[config.mk]
export PLATFORM = sky130hd
export DESIGN_NAME = i2c_req_arbiter
export DESIGN_NICKNAME = d
export VERILOG_FILES = /design/src/rtl/i2c_req_arbiter.sv
export SDC_FILE = /design/constraint.sdc
export NUM_CORES = 1
export LEC_CHECK = 0
export CORE_UTILIZATION = 25
export DETAILED_ROUTE_END_ITERATION = 8
export GPL_TIMING_DRIVEN = 0
export PLACE_DENSITY = 0.65
export SYNTH_ARGS = -nofsm -noshare
export SYNTH_HDL_FRONTEND = slang
export SYNTH_SLANG_ARGS = --single-unit
[constraint.sdc]
create_clock -name clk -period 2.7 [get_ports clk]
set_input_delay 0.54 -clock clk [delete_from_list [all_inputs] [get_ports clk]]
set_output_delay 0.54 -clock clk [all_outputs]
set_load 0.05 [all_outputs]
[src/rtl/i2c_req_arbiter.sv]
`default_nettype none
// ============================================================================
// Module   : i2c_req_arbiter
// Function : Round-robin arbiter/sequencer sharing one byte-oriented I2C
//            master between NREQ client requesters.
// Revision : 1.0 - initial release
// ============================================================================
module i2c_req_arbiter #(
    parameter int NREQ     = 4,
    parameter int IDW      = $clog2(NREQ),
    parameter int START_TO = 255
) (
    input  logic                clk,
    input  logic                rst,
    input  logic [NREQ-1:0]     req,
    input  logic [7*NREQ-1:0]   req_addr,
    input  logic [NREQ-1:0]     req_rw,
    input  logic [40*NREQ-1:0]  req_data,
    input  logic [4*NREQ-1:0]   req_nbyte,
    output logic [NREQ-1:0]     gnt,
    output logic [IDW-1:0]      gnt_id,
    output logic [NREQ-1:0]     done,
    output logic [NREQ-1:0]     err,
    output logic [7:0]          rdata,
    output logic [NREQ-1:0]     rvalid,
    output logic                m_start,
    output logic [6:0]          m_addr,
    output logic                m_rw,
    output logic [39:0]         m_data_w,
    output logic [3:0]          m_N_byte,
    input  logic                m_busy,
    input  logic                m_erro_addr,
    input  logic [7:0]          m_data_out,
    input  logic                m_valid_out
);

    typedef enum logic [2:0] {
        S_IDLE      = 3'd0,
        S_ISSUE     = 3'd1,
        S_WAIT_BUSY = 3'd2,
        S_ACTIVE    = 3'd3,
        S_FINISH    = 3'd4
    } state_t;

    // Terminal count is one below START_TO so done lands START_TO+1 cycles after m_start.
    localparam logic [7:0]     c_TO_LAST = 8'(START_TO - 1);
    localparam logic [IDW-1:0] c_LAST_ID = IDW'(NREQ - 1);

    state_t          r_state;
    logic [IDW-1:0]  r_ptr;
    logic [7:0]      r_timer;
    logic            r_sticky;
    logic [NREQ-1:0] r_gnt;
    logic [IDW-1:0]  r_gnt_id;
    logic [NREQ-1:0] r_done;
    logic [NREQ-1:0] r_err;
    logic [7:0]      r_rdata;
    logic [NREQ-1:0] r_rvalid;
    logic            r_m_start;
    logic [6:0]      r_m_addr;
    logic            r_m_rw;
    logic [39:0]     r_m_data_w;
    logic [3:0]      r_m_n_byte;

    logic            w_found;
    logic [IDW-1:0]  w_win;

    // Scan offsets from highest to lowest so the client nearest the pointer wins.
    always_comb begin : arb_comb
        logic [IDW:0]   v_sum;
        logic [IDW-1:0] v_idx;
        v_sum   = '0;
        v_idx   = '0;
        w_found = 1'b0;
        w_win   = '0;
        for (int i = NREQ - 1; i >= 0; i--) begin
            v_sum = {1'b0, r_ptr} + (IDW+1)'(i);
            if (v_sum >= (IDW+1)'(NREQ)) begin
                v_sum = v_sum - (IDW+1)'(NREQ);
            end
            v_idx = v_sum[IDW-1:0];
            if (req[v_idx]) begin
                w_found = 1'b1;
                w_win   = v_idx;
            end
        end
    end

    always_ff @(posedge clk) begin
        if (rst) begin
            r_state    <= S_IDLE;
            r_ptr      <= '0;
            r_timer    <= '0;
            r_sticky   <= 1'b0;
            r_gnt      <= '0;
            r_gnt_id   <= '0;
            r_done     <= '0;
            r_err      <= '0;
            r_rdata    <= '0;
            r_rvalid   <= '0;
            r_m_start  <= 1'b0;
            r_m_addr   <= '0;
            r_m_rw     <= 1'b0;
            r_m_data_w <= '0;
            r_m_n_byte <= '0;
        end else begin
            r_m_start <= 1'b0;
            r_done    <= '0;
            r_err     <= '0;
            r_rvalid  <= '0;
            case (r_state)
                S_IDLE: begin
                    if (w_found && !m_busy) begin
                        r_gnt      <= NREQ'(1) << w_win;
                        r_gnt_id   <= w_win;
                        r_m_addr   <= req_addr[7*w_win +: 7];
                        r_m_rw     <= req_rw[w_win];
                        r_m_data_w <= req_data[40*w_win +: 40];
                        r_m_n_byte <= req_nbyte[4*w_win +: 4];
                        r_m_start  <= 1'b1;
                        r_state    <= S_ISSUE;
                    end
                end
                S_ISSUE: begin
                    r_timer <= '0;
                    r_state <= S_WAIT_BUSY;
                end
                S_WAIT_BUSY: begin
                    if (m_busy) begin
                        if (m_erro_addr) begin
                            r_sticky <= 1'b1;
                        end
                        r_state <= S_ACTIVE;
                    end else if (r_timer == c_TO_LAST) begin
                        r_done  <= r_gnt;
                        r_err   <= r_gnt;
                        r_state <= S_FINISH;
                    end else begin
                        r_timer <= r_timer + 8'd1;
                    end
                end
                S_ACTIVE: begin
                    if (m_valid_out) begin
                        r_rdata  <= m_data_out;
                        r_rvalid <= r_gnt;
                    end
                    // A NACK coinciding with the busy drop still counts.
                    if (!m_busy) begin
                        r_done  <= r_gnt;
                        r_err   <= (r_sticky || m_erro_addr) ? r_gnt : '0;
                        r_state <= S_FINISH;
                    end else if (m_erro_addr) begin
                        r_sticky <= 1'b1;
                    end
                end
                S_FINISH: begin
                    r_gnt    <= '0;
                    r_sticky <= 1'b0;
                    r_ptr    <= (r_gnt_id == c_LAST_ID) ? '0 : r_gnt_id + IDW'(1);
                    r_state  <= S_IDLE;
                end
                default: r_state <= S_IDLE;
            endcase
        end
    end

    assign gnt      = r_gnt;
    assign gnt_id   = r_gnt_id;
    assign done     = r_done;
    assign err      = r_err;
    assign rdata    = r_rdata;
    assign rvalid   = r_rvalid;
    assign m_start  = r_m_start;
    assign m_addr   = r_m_addr;
    assign m_rw     = r_m_rw;
    assign m_data_w = r_m_data_w;
    assign m_N_byte = r_m_n_byte;

endmodule
`default_nettype wire

==> impl_metrics.ini <==
[floorplan]
die_x_um = 155
die_area_sq_um = 24000
io_pins = 304
die_h_um = 155
rows = 55
initial_utilization_pct = 25.6
design.core.area_sq_um = 22800

[clock_network]
root_buffer = clkbuf_16
clk_pin_slew_ns = 0.08
numCtsBuffers = 9
cts_tree = built
cts.hold.buffers_added = 0
clk_latency_ns = 0.36
cts-htree-levels = 3
clockBufferDepth = 2
cts.sinks = 93

[flow_run]
max-cap-violations = 0

[placed_design]
dpl.hpwl_um = 18100
portBuffers = 303
gp_congestion = 0.851
postPlaceCellArea_sq_um = 9270

[routing]
dr_total_vias = 6633
drc = 0
antenna_left = 0
avgViaCountPerCell = 4.87
drtIter0Drc = 386
drt-pass1-iter-count = 5
wl_per_cell_um = 17.5
routed_wl_um = 23800

[pwr]
p_per_area_nw_per_um2 = 461
leakage_nw = 3.48
pwr-share-clk_pct = 28.8
p_switching_mw = 1.61
ir_drop_v = 0.000270
power_mw = 4.45
power_frac_comb_pct = 36.5
p_seq_share_pct = 34.6
p_int_mw = 2.84
sw_frac_of_total_pct = 36.1

[grt]
antenna_found_initial = 2
grt_pass1_vias = 6306
grt_max_degree = 19
grt_util_all_layers_pct = 19.4
grt_pass1_wl_um = 35900
grt_overflow_total = 0

[timing]
finClkSkew_ns = 0.0103
min_period_ns = 2.60
drv_slew = 0
tightest_slew_ns = 0.727
timing.fmax_ghz = 0.384
post-route-period-util_pct = 96.3
hold_viol = 0
finalSetupTns_ns = 0
rsz0062_at_grt = yes
relSlewSlack_pct = 51.2
setup_viol = 0

[cells_and_area]
final_area_sq_um = 9650
antennaDiodeCount = 0
area_growth_pct = 65.3
drive_gt1_share_pct = 5.53
nNetsFinal = 1271

[critical_path]
required_ns = 2.94
cp-start-kind = input port
path_max_fanout = 10
crit_arrival_ns = 2.84
crit_path_end_kind = flop
critical_path_class = in2reg

[logic_synthesis]
ys_ff_latch = 93
synth_edf_count = 0
synth_cells = 726
postSynth.asyncResetShare_pct = 0
yosys.cell_types.count = 41
syn_area_sq_um = 5840
yosysSeqAreaShare_pct = 31.9
syn_area_per_cell_sq_um = 8.04
synth_top_cell_by_area = dfxtp_1
synth_warnings = 0
ys.flop_type = dfxtp_1
synth_fp_nets = 954
synth_top_area_share_pct = 31.9
synth.area.top_cells = dfxtp_1 32%, mux2i_1 18%, nor3_1 9.4%

[worst_hold_path]
worstHoldPathType = reg2reg

[run_status]
status = completed
[critical path, cell delays in order]
cell             delay, ns
clkdlybuf4s50_1       0.55
mux2_2                0.33
a221oi_1              0.24
buf_4                 0.27
buf_2                 0.40
mux2i_1               0.37
a211oi_1              0.12
[per-stage QoR]
stage	setup slack, ns	hold WS, ns	std cells	utilization (%)
after floorplan	0.507	0.481	726	-
after global placement	-1.25	0.443	1342	40.7
after detailed placement	-1.34	0.447	1342	40.7
after CTS	0.0167	0.458	1362	42.4
after global routing	-0.00329	0.480	1361	42.4
final	0.0988	0.455	1361	42.4
[kinds of logic (layout without fill, tap and decap cells)]
group	count (synthesis)	after routing	share of synthesized area, %
AOI/OAI and AO/OA	240	240	25.7
xor gates and xnor gates	5	5	0.750
adders and majority gates	3	3	0.643
buffers and inverters	85	407	5.89
DFF	93	93	31.9
muxes	106	106	18.2
and+or+nand+nor	194	194	17.0
[registers in the layout, indices dropped and copies added (netlist names)]
| register | flops |
|---|---|
| gnt | 4 |
| r_timer | 8 |
| r_sticky | 1 |
| r_state | 3 |
| err | 4 |
| m_N_byte | 4 |
| m_rw | 1 |
| r_ptr | 2 |
| m_data_w | 40 |
| m_addr | 7 |
| gnt_id | 2 |
| done | 4 |
| rvalid | 4 |
| m_start | 1 |
| rdata | 8 |
[area by class of cell]
| class | instances | area [sq um] |
|---|---|---|
| fillers | 2335 | 13100 |
| inverters | 6 | 22.5 |
| clock buffers | 9 | 225 |
| multi-input cells | 548 | 3670 |
| well taps | 313 | 392 |
| flip-flops and latches | 93 | 1860 |
| clock inverters | 7 | 63.8 |
| plain buffers | 77 | 334 |
| repair buffers | 308 | 3080 |
[path summary, 6_finish.rpt]
path	from	to	slack (ns)	cells past startpoint
setup reg to reg	r_state[1]	m_data_w[3]	0.41	7
hold / removal	rdata[5]	rdata[5]	0.46	2
hold reg to reg	rdata[5]	rdata[5]	0.46	2
setup / recovery	req[2]	m_addr[5]	0.1	7
[cells in the final DEF (no fill, tap or decap), types with 2 or more instances in the layout]
cell type        count
buf_1                2
buf_4                7
xnor2_1              5
nor2b_1              4
nand3_1              8
inv_1                6
dfxtp_1             93
buf_2               14
clkbuf_2            10
a31oi_1              2
nand2b_1             3
o21ai_0            105
nand2_1             22
or2_2                2
o21bai_1            53
nor2_1              18
mux2i_1            105
nor3_1             110
a21oi_1             18
nor4_1               2
clkdlybuf4s50_1    303
inv_8                3
ha_1                 3
and2_1              12
o211ai_1             2
a211oi_1            54
nor4b_1              2
clkbuf_1            47
clkbuf_16            9
[cell usage after synthesis, types with 2 or more instances]
library cell / count
a211oi_1: 54
a21oi_1: 18
a221oi_1: 2
a31oi_1: 2
and2_1: 12
buf_1: 2
buf_2: 17
clkbuf_1: 59
dfxtp_1: 93
ha_1: 3
inv_1: 6
mux2i_1: 105
nand2_1: 22
nand2b_1: 3
nand3_1: 8
nor2_1: 18
nor2b_1: 4
nor3_1: 110
nor4_1: 2
nor4b_1: 2
o211ai_1: 2
o21ai_0: 105
o21bai_1: 53
or2_2: 2
or4_1: 2
xnor2_1: 5
[power groups by stage]
stage / clock, mW / combinational (mW) / sequential (mW)
4_1_cts: 1.32 / 1.63 / 1.54
6_report: 1.28 / 1.63 / 1.54
3_3_place_gp: 0 / 1.60 / 1.57
5_1_grt: 1.37 / 1.74 / 1.55
2_1_floorplan: 0 / 0.538 / 1.91
3_5_place_dp: 0 / 1.61 / 1.57
[routing by layer]
layer	global-route usage (%)	part of all wire, %
met4	4.62	1.5
met2	32.2	47
met5	0	0.13
met3	4.54	6.1
met1	25.3	45
[repair_timing]
item                                    CTS  global route
setup buffers                             5             0
gates resized for setup                  13            13
pin swaps                                 3             0
endpoints found under the setup margin   59            49
(Power assumes the default switching activity.)
